[config.mk]
export PLATFORM = sky130hd
export DESIGN_NAME = regfile_debug_ctrl
export DESIGN_NICKNAME = d
export VERILOG_FILES = /design/src/rtl/regdbg_pkg.sv /design/src/rtl/regdbg_port_mux.sv /design/src/rtl/regfile_debug_ctrl.sv
export SDC_FILE = /design/constraint.sdc
export NUM_CORES = 1
export LEC_CHECK = 0
export BUFFER_PORTS_ARGS = -buffer_cell sky130_fd_sc_hd__buf_2
export CAP_MARGIN = 20
export CORE_UTILIZATION = 51
export DETAILED_ROUTE_END_ITERATION = 8
export GPL_TIMING_DRIVEN = 0
export PLACE_DENSITY_LB_ADDON = 0.15
export SLEW_MARGIN = 20
export SYNTH_ARGS = -nofsm -noshare
export SYNTH_HDL_FRONTEND = slang
export SYNTH_SLANG_ARGS = --single-unit
[constraint.sdc]
create_clock -name clk -period 2.35 [get_ports clk]
set_clock_uncertainty 0.05 [all_clocks]
set_input_delay 0.1175 -clock clk [delete_from_list [all_inputs] [get_ports clk]]
set_output_delay 0.1175 -clock clk [all_outputs]
set_load 0.1 [all_outputs]
[src/rtl/regdbg_pkg.sv]
// Shared types and constants for the UART register-file debug controller.
// Command byte is {opcode, register}; responses are single bytes.
package regdbg_pkg;

  typedef enum logic [3:0] {
    IDLE,
    GET_HI,
    GET_LO,
    HALT,
    ACCESS,
    COMMIT,
    TX_HI,
    TX_LO,
    TX_ACK,
    RELEASE
  } state_t;

  localparam logic [3:0] OP_READ  = 4'h1;
  localparam logic [3:0] OP_WRITE = 4'h2;
  localparam logic [3:0] OP_DUMP  = 4'h3;

  localparam logic [7:0] RSP_ACK = 8'hA5;
  localparam logic [7:0] RSP_NAK = 8'hEE;

endpackage

[src/rtl/regdbg_port_mux.sv]
// Combinational CPU/debug selection of register-file write port and read port 1.
// Zero latency; the debug side owns the ports only while own=1.
module regdbg_port_mux #(
  parameter int DATA_W = 16,
  parameter int ADDR_W = 4
) (
  input  logic              own,
  input  logic              dbg_write_en,
  input  logic [ADDR_W-1:0] dbg_add,
  input  logic [DATA_W-1:0] dbg_write_data,
  input  logic              cpu_write_en,
  input  logic [ADDR_W-1:0] cpu_write_add,
  input  logic [DATA_W-1:0] cpu_write_data,
  input  logic [ADDR_W-1:0] cpu_read_add1,
  output logic              rf_write_en,
  output logic [ADDR_W-1:0] rf_write_add,
  output logic [DATA_W-1:0] rf_write_data,
  output logic [ADDR_W-1:0] rf_read_add1
);

  assign rf_write_en   = own ? dbg_write_en   : cpu_write_en;
  assign rf_write_add  = own ? dbg_add        : cpu_write_add;
  assign rf_write_data = own ? dbg_write_data : cpu_write_data;
  assign rf_read_add1  = own ? dbg_add        : cpu_read_add1;

endmodule

[src/rtl/regfile_debug_ctrl.sv]
// UART debug controller: halts the CPU, reads/writes one register; REGDBG_DUMP_EN adds opcode 0x3 full dump.
// Read response starts 3 cycles after the command byte with immediate ack; TX bytes held until i_tx_ready.
module regfile_debug_ctrl
  import regdbg_pkg::*;
#(
  parameter int DATA_W       = 16,
  parameter int ADDR_W       = 4,
  parameter int HALT_TIMEOUT = 255
) (
  input  logic              clk,
  input  logic              reset,
  input  logic              i_rx_valid,
  input  logic [7:0]        i_rx_data,
  output logic              o_tx_valid,
  output logic [7:0]        o_tx_data,
  input  logic              i_tx_ready,
  output logic              o_halt_req,
  input  logic              i_halt_ack,
  input  logic              i_cpu_write_en,
  input  logic [ADDR_W-1:0] i_cpu_write_add,
  input  logic [DATA_W-1:0] i_cpu_write_data,
  input  logic [ADDR_W-1:0] i_cpu_read_add1,
  output logic              o_rf_write_en,
  output logic [ADDR_W-1:0] o_rf_write_add,
  output logic [DATA_W-1:0] o_rf_write_data,
  output logic [ADDR_W-1:0] o_rf_read_add1,
  input  logic [DATA_W-1:0] i_rf_read_data1,
  output logic              o_busy,
  output logic              o_err
);

  localparam int TO_W = $clog2(HALT_TIMEOUT + 1);

  state_t            state;
  logic [ADDR_W-1:0] reg_a;
  logic [15:0]       data_buf;
  logic [TO_W-1:0]   to_cnt;
  logic              own;
  logic              commit_en;
  logic              is_write;
  logic              is_dump;

  logic [3:0]        op;
  logic [15:0]       rd16;
  logic [ADDR_W-1:0] reg_a_nxt;

  assign op        = i_rx_data[7:4];
  assign rd16      = i_rf_read_data1[15:0];
  assign reg_a_nxt = reg_a + 1'b1;
  assign o_busy    = (state != IDLE);

  always_ff @(posedge clk or negedge reset) begin
    if (!reset) begin
      state      <= IDLE;
      reg_a      <= '0;
      data_buf   <= '0;
      to_cnt     <= '0;
      own        <= 1'b0;
      commit_en  <= 1'b0;
      is_write   <= 1'b0;
      is_dump    <= 1'b0;
      o_halt_req <= 1'b0;
      o_tx_valid <= 1'b0;
      o_tx_data  <= '0;
      o_err      <= 1'b0;
    end else begin
      o_err     <= 1'b0;
      commit_en <= 1'b0;
      // Bytes arriving mid-command are discarded; the command keeps running.
      if (i_rx_valid && !(state inside {IDLE, GET_HI, GET_LO}))
        o_err <= 1'b1;

      case (state)
        IDLE: begin
          if (i_rx_valid) begin
            reg_a    <= ADDR_W'(i_rx_data[3:0]);
            to_cnt   <= '0;
            is_write <= (op == OP_WRITE);
            is_dump  <= 1'b0;
            case (op)
              OP_READ: begin
                o_halt_req <= 1'b1;
                state      <= HALT;
              end
              OP_WRITE: state <= GET_HI;
`ifdef REGDBG_DUMP_EN
              OP_DUMP: begin
                reg_a      <= '0;
                is_dump    <= 1'b1;
                o_halt_req <= 1'b1;
                state      <= HALT;
              end
`endif
              default: begin
                o_tx_valid <= 1'b1;
                o_tx_data  <= RSP_NAK;
                o_err      <= 1'b1;
                state      <= TX_ACK;
              end
            endcase
          end
        end
        GET_HI: begin
          if (i_rx_valid) begin
            data_buf[15:8] <= i_rx_data;
            state          <= GET_LO;
          end
        end
        GET_LO: begin
          if (i_rx_valid) begin
            data_buf[7:0] <= i_rx_data;
            o_halt_req    <= 1'b1;
            state         <= HALT;
          end
        end
        HALT: begin
          if (i_halt_ack) begin
            own   <= 1'b1;
            state <= ACCESS;
          end else if (to_cnt == TO_W'(HALT_TIMEOUT - 1)) begin
            o_halt_req <= 1'b0;
            o_tx_valid <= 1'b1;
            o_tx_data  <= RSP_NAK;
            o_err      <= 1'b1;
            state      <= TX_ACK;
          end else begin
            to_cnt <= to_cnt + 1'b1;
          end
        end
        ACCESS: begin
          if (is_write) begin
            commit_en <= 1'b1;
            state     <= COMMIT;
          end else begin
            // Low byte parked in data_buf until the high byte is accepted.
            o_tx_valid    <= 1'b1;
            o_tx_data     <= rd16[15:8];
            data_buf[7:0] <= rd16[7:0];
            state         <= TX_HI;
          end
        end
        COMMIT: begin
          o_tx_valid <= 1'b1;
          o_tx_data  <= RSP_ACK;
          state      <= TX_ACK;
        end
        TX_HI: begin
          if (i_tx_ready) begin
            o_tx_data <= data_buf[7:0];
            state     <= TX_LO;
          end
        end
        TX_LO: begin
          if (i_tx_ready) begin
            o_tx_valid <= 1'b0;
            if (is_dump && reg_a_nxt != '0) begin
              reg_a <= reg_a_nxt;
              state <= ACCESS;
            end else begin
              o_halt_req <= 1'b0;
              own        <= 1'b0;
              state      <= RELEASE;
            end
          end
        end
        TX_ACK: begin
          if (i_tx_ready) begin
            o_tx_valid <= 1'b0;
            if (own) begin
              o_halt_req <= 1'b0;
              own        <= 1'b0;
              state      <= RELEASE;
            end else begin
              state <= IDLE;
            end
          end
        end
        RELEASE: state <= IDLE;
        default: state <= IDLE;
      endcase
    end
  end

  regdbg_port_mux #(
    .DATA_W(DATA_W),
    .ADDR_W(ADDR_W)
  ) u_port_mux (
    .own            (own),
    .dbg_write_en   (commit_en),
    .dbg_add        (reg_a),
    .dbg_write_data (DATA_W'(data_buf)),
    .cpu_write_en   (i_cpu_write_en),
    .cpu_write_add  (i_cpu_write_add),
    .cpu_write_data (i_cpu_write_data),
    .cpu_read_add1  (i_cpu_read_add1),
    .rf_write_en    (o_rf_write_en),
    .rf_write_add   (o_rf_write_add),
    .rf_write_data  (o_rf_write_data),
    .rf_read_add1   (o_rf_read_add1)
  );

endmodule

# Yosys cells after proc, flatten, opt, wreduce, memory -nomap -nowiden
# Cells that the tools add are included.
[word_totals]
reg_bits = 46
output_inout_bits = 37
wordCells = 122
[op_classes]
addsub = 1
eq_ne = 27
muxes = 57
bitwise = 1
n_reduce_logical = 24
[ops]
columns = ["op", "count"]
rows = [
  ["8-bit 2-to-1 mux", 11],
  ["4-bit 2-to-1 mux", 13],
  ["8-bit case mux with 5 select lines", 1],
  ["4-bit case mux with 9 select lines", 1],
  ["8-bit case mux with 2 select lines", 2],
  ["2-bit inequality test, second input constant", 13],
  ["1-bit 2-to-1 mux", 22],
  ["7-bit AND reduction", 3],
  ["4-bit by 3-bit equality test with 1-bit output, second input constant", 4],
  ["16-bit 2-to-1 mux", 1],
  ["5-bit nonzero test", 3],
  ["4-bit by 2-bit equality test with 1-bit output, second input constant", 3],
  ["4-bit AND reduction", 3],
  ["1-bit case mux with 5 select lines", 2],
  ["9-bit AND reduction", 1],
  ["8-bit by 1-bit adder with 8-bit output, second input constant", 1],
  ["4-bit by 1-bit equality test with 1-bit output, second input constant", 2],
  ["8-bit equality test, second input constant", 1],
  ["4-bit case mux with 2 select lines", 1],
  ["2-bit nonzero test", 3],
  ["3-bit nonzero test", 2],
  ["4-bit equality test, second input constant", 1],
  ["4-bit logical NOT", 1],
  ["2-bit by 1-bit inequality test with 1-bit output, second input constant", 2],
  ["other kinds (10)", 13],
]

# Logic depth before layout (Yosys ltp)
# Gate-level depths: netlist of run 1.
[depth]
word_depth = 8
mapped_depth = 7

# Modules after synthesis
# From an unflattened synthesis of run 1, not the netlist that was laid out.
[unflattened]
cells_unflattened = 288
area_unflattened_um2 = 2920.3
[by_module_without_submodules]
columns = ["module", "n_inst", "cells_each", "area_each_um2"]
rows = [
  ["regfile_debug_ctrl", 1, 260, 2512.4],
  ["regdbg_port_mux", 1, 28, 407.9],
]

# Worst setup path after synthesis of run 1
# Ideal clock, no wire load.
[synth_path]
path_kind = "flip-flop to output port"
startpoint = "register own"
endpoint = "output port o_rf_read_add1[3]"
arrival_ps = 2769
slack_ps = -587
stages_incl_launch_ff = 3
path_cell_list = "dfrtp_1 -> clkbuf_1 -> o21ai_0"
[synth_between]
elab_chain_len = 1
[synth_rtl]
columns = ["element", "line", "text"]
rows = [
  ["start, declared", "regfile_debug_ctrl.sv:38", "logic own;"],
  ["start signal, assigned", "regfile_debug_ctrl.sv:58", "own <= 1'b0;"],
  ["start signal, assigned", "regfile_debug_ctrl.sv:118", "own <= 1'b1;"],
  ["start signal, assigned", "regfile_debug_ctrl.sv:161", "own <= 1'b0;"],
  ["4-bit 2-to-1 mux", "regdbg_port_mux.sv:24", "assign rf_read_add1 = own ? dbg_add : cpu_read_add1;"],
  ["end, declared", "regfile_debug_ctrl.sv:26", "output logic [ADDR_W-1:0] o_rf_read_add1,"],
]
# Every way passes these cells.

# Worst setup path in the final report of run 1
[layout_path]
startpoint = "register state[0]"
endpoint = "register reg_a[1]"
[layout_between]
elab_chain_len = 3
elab_cells_between_ends = 7
cone_classes = "eq/ne: 3; bitwise: 1; reduce/logical: 3"
[layout_rtl]
columns = ["element", "line", "text"]
rows = [
  ["start, declared", "regfile_debug_ctrl.sv:34", "state_t state;"],
  ["start signal, assigned", "regfile_debug_ctrl.sv:54", "state <= IDLE;"],
  ["start signal, assigned", "regfile_debug_ctrl.sv:83", "state <= HALT;"],
  ["start signal, assigned", "regfile_debug_ctrl.sv:85", "OP_WRITE: state <= GET_HI;"],
  ["4-bit by 3-bit equality test with 1-bit output / 4-bit logical NOT (equally long branches)", "regfile_debug_ctrl.sv:73", "case (state)"],
  ["2-bit inequality test (no source line), or another cell as far along", "--", ""],
  ["4-bit AND reduction (no source line) *", "--", ""],
  ["end signal, assigned", "regfile_debug_ctrl.sv:76", "reg_a <= ADDR_W'(i_rx_data[3:0]);"],
  ["end signal, assigned", "regfile_debug_ctrl.sv:157", "reg_a <= reg_a_nxt;"],
  ["end, declared", "regfile_debug_ctrl.sv:35", "logic [ADDR_W-1:0] reg_a;"],
]
# Every way passes the cells marked *; elsewhere a longest branch is shown, timed or not.
# A chain may end at the register's enable or synchronous reset.

==> summary by stage, run 1 <==
Clock network
The buffer depth of the longest clock path is 2. The clock latency on the worst-skew pair is 300 ps. The CTS tree is yes. The H-tree generated during clock tree synthesis spans 2 levels.

After clock tree synthesis, the repair step resized 0 gates. In this run, CTS created clock tree buffers numbering 5. Clock tree synthesis found a total of 46 sinks. Clock-pin slew was measured on the worst setup and hold paths at 90 ps. The root buffer cell is sky130_fd_sc_hd__clkbuf_8.

Logic synthesis
The number of warnings reported in the yosys synthesis log is 0. The flip-flop cell with the highest count after synthesis is sky130_fd_sc_hd__dfrtp_1. The post-synthesis net count is 342. Synthesis inferred 46 register bits. Of the synthesized area, sequential elements account for 41.4%.

The number of flops mapped to enable cells by yosys is 0. The fraction of registers with async set or reset after synthesis is 100%. The area of the mapped netlist is 2780 µm². Counting distinct cell types in the post-synthesis netlist gives 54. Each instance of the synthesized netlist takes up on average 9.71 µm².

Synthesis produced a netlist whose cell count is 286.

Timing
In this run the tightest slew margin relative to its limit is 55.5%. The clock period could shrink to 2160 ps. At the pin with the least slew margin, the transition time is 668 ps. The hold violation count in the final report is 0.

For this run, the top clock speed supported by timing is 463 MHz. Setup repair after global routing left no endpoint under its margin. The worst path uses 92.0% of the clock period. The total of endpoints with negative setup slack in the final report is 0. The number of pins with negative max-slew slack in the final report is 0. The worst hold slack across all endpoints is 23.9 ps.

Detailed routing
The routed design has 6970 µm of wire. The count of unresolved DRC violations after routing is 0. The number of detailed-routing iterations run before antenna repair is 5.

The number of nets with antenna violations after detailed routing is 0. In the final routed layout, each cell accounts on average for 15.4 µm. The number of DRC violations after detailed-routing iteration 0 is 191. The average via count per standard cell is 5.68.

Detailed routing inserted a total of 2579 vias.

Placement
The placed wire-length estimate after detailed placement is 5190 µm. The total cell area at the placement stage is 3310 µm². The final RePlAce weighted congestion is 0.944. Port buffering added 89 buffers.

Critical path
The worst setup path is launched from a register. Data on the critical path arrives at its endpoint at 2300 ps. The critical path's most frequent cell is sky130_fd_sc_hd__buf_2. The critical-path maximum fanout is 10. The worst-case register-to-register setup slack is 190 ps.

The largest delay contributor family on the critical path is simple AND/OR/NAND/NOR gates. The worst register-to-register path ends at reg_a[1]. The count of buffering cells on the critical path with inverters included is 2. The largest stage delay on the critical path is 400 ps. Walking the worst path, the cells encountered are buf_2, nor2_2, nand2_2, nor2_1, buf_2, mux2_2.

The worst setup path is captured at a register. The largest individual stage delay along the critical path comes from the cell sky130_fd_sc_hd__nor2_1. The worst path required time is 2490 ps. The category of the most critical setup path is reg2reg. The worst register-to-register path begins at state[0].

The number of cells on the worst reg-to-reg path is 6.

Final layout
The area overhead of the layout relative to synthesis is 23.8%. 0 antenna diodes ended up in the layout. The area of all placed cells without fillers is 3440 µm². Registers take 1150 µm². Counting the fill cells in the layout gives 435. The final net count is 439.

In the layout the commonest cells are 93 x sky130_fd_sc_hd__buf_2, 46 x sky130_fd_sc_hd__dfrtp_1, 35 x sky130_fd_sc_hd__mux2_2, 33 x sky130_fd_sc_hd__nand2_1, 24 x sky130_fd_sc_hd__o21ai_0. The proportion of layout cells with a drive suffix above 1 is 39.6%. The leading cell type in the layout, fill and taps excluded is sky130_fd_sc_hd__buf_2. In the final layout, the multi-input gates occupy 1460 µm².

Floorplan
During I/O placement, the number of pins put on the boundary was 91. For this configuration, the core starts out at a cell density of 53.7%. The core box area is 5170 µm². In this run the vertical extent of the chip is 75.8 µm. The number of placement rows is 26. The die covers 5750 µm². From left edge to right edge, the die measures 75.8 µm.

Power
The analysis attributes to cell leakage a power of 0.00156 µW. Combinational logic burns 62.4% of the power. Across the VDD grid, the largest voltage drop is 1.02 mV. The internal portion of the total power is 2140 µW.

In this run, flip-flops and latches consume 25.2% of the power. Of the total power, the share spent switching nets is 55.7%. The clock share of power is 12.4%. The power dissipated by switching net loads is 2690 µW. Dividing total power by cell area gives a power density of 1400 nW/µm².

Global route
The first-pass GRT wire length is 10600 µm. The number of antenna violations at the first check in global routing is 0. The largest net degree at the start of global routing is 47. The via count of the first global-routing pass is 2213.

Summed over all layers, the global routing overflow is 0. Across every metal layer, demand over resource in global routing totals 24.9%.

Run
The reported max-cap violation count is 0.

Run status
The run finished with clean final reports.

Hold path
The terminating pin of the worst hold path is o_tx_data[6]. The path category of the worst min-delay check is in2reg. The cell count of the worst hold path is 3.

The worst hold path startpoint is i_rf_read_data1[14].
==> metal layers <==
layer	GRT usage [%]	wire, µm
met1	34.2	3060
met2	39.4	3280
met3	5.29	501
met4	7.82	128
met5	0	0
==> cell families after synthesis <==
family                     Yosys count  synth area share (%)
and+or+nand+nor                     82                  14.7
AOI/OAI and AO/OA                   68                  16.5
muxes                               46                  18.2
DFF                                 46                  41.4
buffers and inverters               35                  6.13
xor gates and xnor gates             7                  2.21
adders and majority gates            2                 0.901
==> worst register-to-register path, cell delays in order, from the launching register on <==
cell and delay [ps]:
sky130_fd_sc_hd__dfrtp_1 370, sky130_fd_sc_hd__buf_2 160, sky130_fd_sc_hd__nor2_2 250, sky130_fd_sc_hd__nand2_2 120, sky130_fd_sc_hd__nor2_1 400, sky130_fd_sc_hd__buf_2 320, sky130_fd_sc_hd__mux2_2 360
==> layout make-up <==
cell class | count | area share (%)
multi-input cells | 205 | 42.4
plain buffers | 18 | 3.09
well taps | 70 | 2.55
clock buffers | 5 | 2.00
clock inverters | 3 | 1.31
inverters | 17 | 1.86
repair buffers | 90 | 13.3
flip-flops and latches | 46 | 33.5
==> power by group through the flow <==
stage          combinational [µW]  sequential (µW)  clock (µW)
6_report                     3010             1220         600
5_1_grt                      3200             1250         639
4_1_cts                      3000             1220         605
3_5_place_dp                 2990             1230           0
3_3_place_gp                 2960             1220           0
2_1_floorplan                2140             1530           0
==> registers in the layout (all words and copies together) (netlist names) <==
register    count
state           4
to_cnt          8
commit_en       1
own             1
reg_a           4
o_err           1
data_buf       16
o_tx_data       8
o_tx_valid      1
o_halt_req      1
is_write        1
==> worst max path at each step <==
stage / start / endpoint / slack [ps] / cells past startpoint
after floorplan: own / o_rf_read_add1[3] / -590 / 2
after global placement: state[0] / reg_a[1] / 240 / 6
after detailed placement: state[0] / reg_a[1] / 230 / 6
after CTS: state[0] / reg_a[1] / 210 / 6
after global routing: state[0] / reg_a[1] / 100 / 6
final: state[0] / reg_a[1] / 190 / 6
==> repair_timing <==
item	in CTS	in global routing
setup buffers	0	0
hold buffers	1	0
endpoints found under the hold margin	46	0
==> synthesized netlist by cell type (2+ instances only) <==
cell type	instances	area share [%]
sky130_fd_sc_hd__a211oi_1	2	0.54
sky130_fd_sc_hd__a21o_1	2	0.54
sky130_fd_sc_hd__a21oi_1	6	1.1
sky130_fd_sc_hd__a22oi_1	5	1.4
sky130_fd_sc_hd__a31oi_1	2	0.45
sky130_fd_sc_hd__and2_1	2	0.45
sky130_fd_sc_hd__buf_2	5	0.90
sky130_fd_sc_hd__buf_4	2	0.54
sky130_fd_sc_hd__buf_6	2	0.81
sky130_fd_sc_hd__clkbuf_1	7	0.95
sky130_fd_sc_hd__dfrtp_1	46	41
sky130_fd_sc_hd__ha_1	2	0.90
sky130_fd_sc_hd__inv_1	16	2.2
sky130_fd_sc_hd__mux2_2	35	14
sky130_fd_sc_hd__mux2i_1	11	4.0
sky130_fd_sc_hd__nand2_1	34	4.6
sky130_fd_sc_hd__nand2b_1	2	0.45
sky130_fd_sc_hd__nand3_1	3	0.54
sky130_fd_sc_hd__nand4_1	3	0.68
sky130_fd_sc_hd__nor2_1	14	1.9
sky130_fd_sc_hd__nor2_4	2	0.81
sky130_fd_sc_hd__nor2b_1	2	0.45
sky130_fd_sc_hd__nor3_1	9	1.6
sky130_fd_sc_hd__nor4b_1	2	0.63
sky130_fd_sc_hd__o2111ai_1	2	0.63
sky130_fd_sc_hd__o211ai_1	2	0.54
sky130_fd_sc_hd__o21ai_0	30	5.4
sky130_fd_sc_hd__o32ai_1	3	0.95
sky130_fd_sc_hd__o41ai_1	2	0.63
sky130_fd_sc_hd__xnor2_1	7	2.2
==> stage by stage <==
step	std cells	power (µW)	setup slack [ps]	utilization (%)	TNS (ps)
detailed placement	445	4220	232	64.1	0
CTS	454	4830	208	66.4	0
global placement	445	4180	244	64.1	0
finish	454	4830	189	66.5	0
floorplan	286	3670	-587	-	-1170
global route	454	5090	103	66.5	0
(Power assumes the default switching activity.)
==> run 2, diff against run 1 <==
--- a/config.mk
+++ b/config.mk
@@ -10,7 +10,7 @@
 export CORE_UTILIZATION = 51
 export DETAILED_ROUTE_END_ITERATION = 8
 export GPL_TIMING_DRIVEN = 0
-export PLACE_DENSITY_LB_ADDON = 0.15
+export PLACE_DENSITY = 0.91
 export SLEW_MARGIN = 20
 export SYNTH_ARGS = -nofsm -noshare
 export SYNTH_HDL_FRONTEND = slang
==> summary by stage, run 2 (same netlist as run 1, synthesis figures left out) <==
Clock network
The clock-pin slew on the worst setup and hold paths is 90 ps (about the same). The root buffer cell was sky130_fd_sc_hd__clkbuf_8 (unchanged). The number of gates resized after cts was 0 (unchanged).

The total CTS buffers is 5 (unchanged). The buffer depth of the longest clock path came to 2 (unchanged). The number of sinks handled by clock tree synthesis is 46 (unchanged). The H-tree depth is 2 (unchanged). The clock latency on the worst-skew pair is 310 ps (was 300 ps). The CTS tree was yes (unchanged). The post-cts hold buffer count came to 1 (unchanged). The number of post-CTS setup repair buffers is 0 (unchanged).

Placement
The count of buffers inserted at the top-level ports is 89 (unchanged). The placed wire-length estimate after detailed placement is 5590 µm (was 5190 µm). The final RePlAce weighted congestion is 0.929 (was 0.944). The worst slack at placement came to 232 ps (about the same). The count of placed standard cells including taps is 445 (unchanged).

Power
The power per cell area was 1420 nW/µm² (was 1400 nW/µm²). The leakage power total is 0.00156 µW (about the same). The worst IR drop on VDD is 0.906 mV (was 1.02 mV).

Final layout
The area of the multi-input gates is 1460 µm² (unchanged). The final non-filler cell total is 454 (unchanged). The antenna diode count is 0 (unchanged). Leading cell types in the layout, fill and taps excluded: 93 x sky130_fd_sc_hd__buf_2, 46 x sky130_fd_sc_hd__dfrtp_1, 35 x sky130_fd_sc_hd__mux2_2, 33 x sky130_fd_sc_hd__nand2_1, 24 x sky130_fd_sc_hd__o21ai_0 (unchanged).

The area of all sequential standard cells is 1150 µm² (unchanged). The area overhead of the layout relative to synthesis is 24.0% (was 23.8%). The leading cell type in the layout, fill and taps excluded is sky130_fd_sc_hd__buf_2 (unchanged). The number of flip-flops in the largest register is 16 (unchanged).

The largest register by flop count is data_buf (unchanged). The final net count is 439 (unchanged). Largest registers: data_buf (16), o_tx_data (8), to_cnt (8) (unchanged). The number of inserted filler cells in the final layout is 421 (was 435).

The proportion of layout cells with a drive suffix above 1 is 39.6% (unchanged).

Timing
Setup repair after global routing missed its margin: false (unchanged). The slew of the pin with the lowest slew margin is 718 ps (was 668 ps). The aggregate negative setup slack is 0 ps (unchanged). The hold violation count in the final report is 0 (unchanged). The number of pins with negative max-slew slack in the final report is 0 (unchanged). The worst setup slack after layout is 171 ps (was 189 ps). The worst slew slack as a fraction of its limit is 52.1% (was 55.5%). The maximum achievable frequency is 459 MHz (was 463 MHz). The post-route fraction of the period consumed by the critical path was 92.7% (was 92.0%). The total of endpoints with negative setup slack in the final report is 0 (unchanged). The minimum clock period after layout is 2180 ps (was 2160 ps).

Global route
The via count of the first global-routing pass is 2402 (was 2213). The number of antenna violations at the first check in global routing is 0 (unchanged). The final global-route overflow total was 0 (unchanged). The first-pass GRT wire length is 11400 µm (was 10600 µm).

The largest net degree at the start of global routing is 47 (unchanged). The overall fraction of global-route tracks in use is 26.7% (was 24.9%).

Critical path
The critical-path maximum fanout came to 10 (unchanged). The category of the most critical setup path was reg2out (was reg2reg). The kind of start point of the critical path is a register (unchanged). The critical path arrival was 2010 ps (was 2300 ps). The worst path required time is 2180 ps (was 2490 ps). The type of destination of the critical path is an output port (was register).

Detailed routing
The number of DRC violations after detailed-routing iteration 0 is 265 (was 191). The average via count per standard cell is 5.68 (about the same). The number of detailed-routing iterations run before antenna repair is 5 (unchanged). The final routed wirelength across all metal layers is 7410 µm (was 6970 µm).

The final routed wire length divided by cell count is 16.3 µm (was 15.4 µm). The number of nets with antenna violations after detailed routing came to 0 (unchanged). The number of vias in the routed layout came to 2577 (was 2579). The count of unresolved DRC violations after routing was 0 (unchanged).

Run status
Run status: finished clean (unchanged).

Floorplan
The starting utilization of the core area was 53.7% (unchanged). The die extent in x is 75.8 µm (unchanged). The core box area is 5170 µm² (unchanged).

The die area is 5750 µm² (unchanged). The number of placement rows is 26 (unchanged). The I/O pin total is 91 (unchanged). The die height came to 75.8 µm (unchanged).

Run
The reported max-cap violation count is 0 (unchanged).

Hold path
The path category of the worst min-delay check is in2reg (unchanged).
[run 2: cell count changes in the layout (fill, tap and decap cells not counted)]
cell	change
sky130_fd_sc_hd__inv_8	+1
sky130_fd_sc_hd__clkinvlp_4	-1
[run 2: area by class of cell]
class | instances | share of cell area (%)
Tap cell | 70 | 2.54
Multi-Input combinational cell | 205 | 42.4
Clock inverter | 3 | 1.42
Clock buffer | 5 | 2.00
Timing Repair Buffer | 90 | 13.3
Inverter | 17 | 1.85
Sequential cell | 46 | 33.4
Buffer | 18 | 3.09
[run 2: metal layers]
layer / track usage (%) / wire (µm) / vias to the layer above / part of all wire [%]
met5: 0 / 0 / - / 0
li1: - / - / 1217 / -
met3: 6.08 / 405 / 14 / 5.5
met2: 43.8 / 3770 / 109 / 51
met1: 34.4 / 3120 / 1237 / 42
met4: 10.1 / 113 / 0 / 1.5
[run 2: critical path, stage by stage (launching register included)]
cell and delay [ps]:
sky130_fd_sc_hd__dfrtp_1 500, sky130_fd_sc_hd__buf_1 500, sky130_fd_sc_hd__mux2_2 410, sky130_fd_sc_hd__buf_2 290
[run 2: path summary, 6_finish.rpt]
| check | to | slack [ps] | cells past startpoint | startpoint |
|---|---|---|---|---|
| min in group asynchronous | data_buf[13] | 290 | 2 | reset |
| min reg2reg | o_tx_valid | 440 | 1 | o_tx_valid |
| max | o_rf_write_data[5] | 170 | 3 | own |
| max in group asynchronous | data_buf[7] | 1580 | 2 | reset |
| min | o_tx_data[6] | 10 | 3 | i_rf_read_data1[14] |
| max reg2reg | reg_a[2] | 210 | 6 | state[0] |
[run 2: power breakdown]
group | leakage (µW) | switching, µW | total, µW | internal [µW]
Combinational | 0.000940 | 2260 | 3040 | 773
Sequential | 0.000566 | 164 | 1220 | 1050
Clock | 0.0000563 | 301 | 626 | 324
[run 2: through the flow]
stage	hold WS [ps]	utilization, %	total power, µW	area [µm²]
finish	14.2	66.6	4880	3440
global route	20.8	66.6	5130	3440
CTS	16.6	66.5	4860	3440
detailed placement	291	64.1	4240	3310
global placement	287	64.1	4170	3310
floorplan	-228	-	3670	2780
==> run 3, diff against run 2 <==
--- a/config.mk
+++ b/config.mk
@@ -5,12 +5,12 @@
 export SDC_FILE = /design/constraint.sdc
 export NUM_CORES = 1
 export LEC_CHECK = 0
-export BUFFER_PORTS_ARGS = -buffer_cell sky130_fd_sc_hd__buf_2
+export BUFFER_PORTS_ARGS = -buffer_cell sky130_fd_sc_hd__buf_4
 export CAP_MARGIN = 20
-export CORE_UTILIZATION = 51
+export CORE_UTILIZATION = 55
 export DETAILED_ROUTE_END_ITERATION = 8
 export GPL_TIMING_DRIVEN = 0
-export PLACE_DENSITY = 0.91
+export PLACE_DENSITY = 0.86
 export SLEW_MARGIN = 20
 export SYNTH_ARGS = -nofsm -noshare
 export SYNTH_HDL_FRONTEND = slang
==> constraint.sdc (replaced) <==
create_clock -name clk -period 2.7 [get_ports clk]
set_clock_uncertainty 0.05 [all_clocks]
set_input_delay 0.135 -clock clk [delete_from_list [all_inputs] [get_ports clk]]
set_output_delay 0.135 -clock clk [all_outputs]
set_load 0.1 [all_outputs]
==> summary by stage, run 3 (same netlist as run 1, synthesis figures left out) <==
Floorplan
The number of placement rows is 25 (was 26). The I/O pin total came to 91 (unchanged). The core box area came to 4790 µm² (was 5170 µm²). The die area was 5340 µm² (was 5750 µm²). The starting utilization of the core area is 58.0% (was 53.7%). The die extent in x came to 73.1 µm (was 75.8 µm). The die height is 73.1 µm (was 75.8 µm).

Critical path
The category of the most critical setup path is reg2reg (was reg2out). The critical-path maximum fanout is 10 (unchanged). The type of destination of the critical path is a register (was output port). The critical path arrival was 2260 ps (was 2010 ps). The worst path required time was 2840 ps (was 2180 ps). The kind of start point of the critical path is a register (unchanged). The number of cell instances on the worst register-to-register path was 6 (unchanged).

Power
The power after layout is 4330 µW (was 4880 µW). The worst IR drop on VDD came to 0.706 mV (was 0.906 mV). The leakage power total is 0.00164 µW (was 0.00156 µW). The power per cell area is 1190 nW/µm² (was 1420 nW/µm²).

Final layout
The number of flip-flops in the largest register is 16 (unchanged). The final net count is 439 (unchanged). The leading cell type in the layout, fill and taps excluded is sky130_fd_sc_hd__buf_4 (was sky130_fd_sc_hd__buf_2).

The final non-filler cell total is 450 (was 454). Largest registers: data_buf (16), o_tx_data (8), to_cnt (8) (unchanged). The proportion of layout cells with a drive suffix above 1 is 39.2% (was 39.6%). Leading cell types in the layout, fill and taps excluded: 91 x sky130_fd_sc_hd__buf_4, 46 x sky130_fd_sc_hd__dfrtp_1, 35 x sky130_fd_sc_hd__mux2_2, 34 x sky130_fd_sc_hd__nand2_1, 24 x sky130_fd_sc_hd__o21ai_0 (was 93 x sky130_fd_sc_hd__buf_2, 46 x sky130_fd_sc_hd__dfrtp_1, 35 x sky130_fd_sc_hd__mux2_2, 33 x sky130_fd_sc_hd__nand2_1, 24 x sky130_fd_sc_hd__o21ai_0). The largest register by flop count is data_buf (unchanged).

The number of inserted filler cells in the final layout is 356 (was 421). The antenna diode count came to 0 (unchanged). The area overhead of the layout relative to synthesis came to 31.5% (was 24.0%).

Detailed routing
The final routed wire length divided by cell count is 16.2 µm (was 16.3 µm). The number of DRC violations after detailed-routing iteration 0 is 167 (was 265). The average via count per standard cell was 5.66 (was 5.68).

The number of nets with antenna violations after detailed routing is 0 (unchanged). The final routed wirelength across all metal layers is 7280 µm (was 7410 µm). The number of vias in the routed layout is 2545 (was 2577).

The number of detailed-routing iterations run before antenna repair was 4 (was 5). The count of unresolved DRC violations after routing came to 0 (unchanged).

Timing
In the finished design, the share of the clock period the worst path needs comes to 78.2%. Setup repair after global routing missed its margin: false (unchanged). The maximum achievable frequency is 473 MHz. The total of endpoints with negative setup slack in the final report is 0 (unchanged). The number of pins with negative max-slew slack in the final report is 0 (unchanged).

The slew of the pin with the lowest slew margin is 709 ps (was 718 ps). The minimum clock period after layout is 2110 ps. The worst slew slack as a fraction of its limit is 52.8% (was 52.1%). The hold violation count in the final report is 0 (unchanged).

Run
The reported max-cap violation count is 0 (unchanged).

Global route
The overall fraction of global-route tracks in use is 28.4% (was 26.7%). The number of antenna violations at the first check in global routing is 0 (unchanged). The via count of the first global-routing pass came to 2388 (was 2402). The largest net degree at the start of global routing is 47 (unchanged). The first-pass GRT wire length is 11600 µm (was 11400 µm). The final global-route overflow total is 0 (unchanged).

Clock network
The CTS tree is yes (unchanged). The clock latency on the worst-skew pair is 300 ps (was 310 ps). The total CTS buffers was 5 (unchanged). The number of sinks handled by clock tree synthesis is 46 (unchanged).

The clock-pin slew on the worst setup and hold paths is 90 ps (about the same). The buffer depth of the longest clock path was 2 (unchanged). The number of post-CTS setup repair buffers is 0 (unchanged).

The root buffer cell is sky130_fd_sc_hd__clkbuf_8 (unchanged). The H-tree depth was 2 (unchanged).

Placement
The placed wire-length estimate after detailed placement is 5420 µm (was 5590 µm). The count of placed standard cells including taps is 442 (was 445). The final RePlAce weighted congestion is 0.940 (was 0.929). The count of buffers inserted at the top-level ports came to 89 (unchanged).

Hold path
The cell count of the worst hold path is 2 (was 3). The path category of the worst min-delay check is in2reg (unchanged).

Run status
Run status: finished clean (unchanged).
==> run 3: changes by cell type in the layout (fill, tap and decap cells not counted), sizes merged <==
| cell | change |
|---|---|
| inv | -1 |
| clkinvlp | -1 |
| clkbuf | +1 |
==> run 3: report_power, final <==
| group | switching [µW] | leakage (µW) | internal (µW) |
|---|---|---|---|
| Sequential | 145 | 0.000566 | 916 |
| Combinational | 1960 | 0.00102 | 782 |
| Clock | 234 | 0.0000573 | 296 |
| Total | 2340 | 0.00164 | 1990 |
==> run 3: per-layer routing <==
layer / global-route usage, % / vias up / wire length, µm
met2: 44.5 / 111 / 3670
met5: 0 / - / 0
met3: 5.25 / 12 / 444
li1: - / 1211 / -
met4: 10.7 / 0 / 124
met1: 39.1 / 1211 / 3040
==> run 3: stage by stage <==
step | utilization [%] | hold WS (ps) | setup TNS, ps | setup WS (ps) | cell area [µm²]
after floorplan | - | -211 | -508 | -254 | 2780
after global placement | 73.8 | 118 | 0 | 572 | 3530
after detailed placement | 73.8 | 124 | 0 | 606 | 3530
after CTS | 76.3 | 4.27 | 0 | 588 | 3650
after global routing | 76.3 | 2.63 | 0 | 484 | 3650
final | 76.3 | 13.3 | 0 | 588 | 3650
==> run 3: repair_timing <==
action / CTS / global route
hold endpoints to repair: 46 / 0
gates resized for setup: 0 / 0
hold buffers: 1 / 0
==> run 3: cell type report <==
| class | count | area (µm²) | share of cell area, % |
|---|---|---|---|
| sequential | 46 | 1150 | 31.5 |
| tap | 67 | 83.8 | 2.30 |
| buffer | 18 | 106 | 2.91 |
| clock buffer | 6 | 82.6 | 2.26 |
| multi-input combinational | 205 | 1460 | 39.9 |
| timing repair buffer | 90 | 678 | 18.6 |
| clock inverter | 1 | 30.0 | 0.822 |
| inverter | 17 | 63.8 | 1.75 |
==> run 3: critical path, cell delays in order, from the launching register on <==
cell and delay (ps):
sky130_fd_sc_hd__dfrtp_1 360, sky130_fd_sc_hd__buf_2 160, sky130_fd_sc_hd__nor2_2 220, sky130_fd_sc_hd__nand2_1 150
sky130_fd_sc_hd__nor2_1 390, sky130_fd_sc_hd__buf_2 310, sky130_fd_sc_hd__mux2_2 360
==> run 3: path summary, 6_finish.rpt <==
| check | start | to | slack, ps |
|---|---|---|---|
| min reg2reg | o_tx_data[4] | o_tx_data[4] | 450 |
| max in group asynchronous | reset | o_tx_data[0] | 1880 |
| min | i_tx_ready | own | 10 |
| max reg2reg | state[0] | reg_a[1] | 590 |
| min in group asynchronous | reset | to_cnt[0] | 310 |
| max | state[0] | reg_a[1] | 590 |
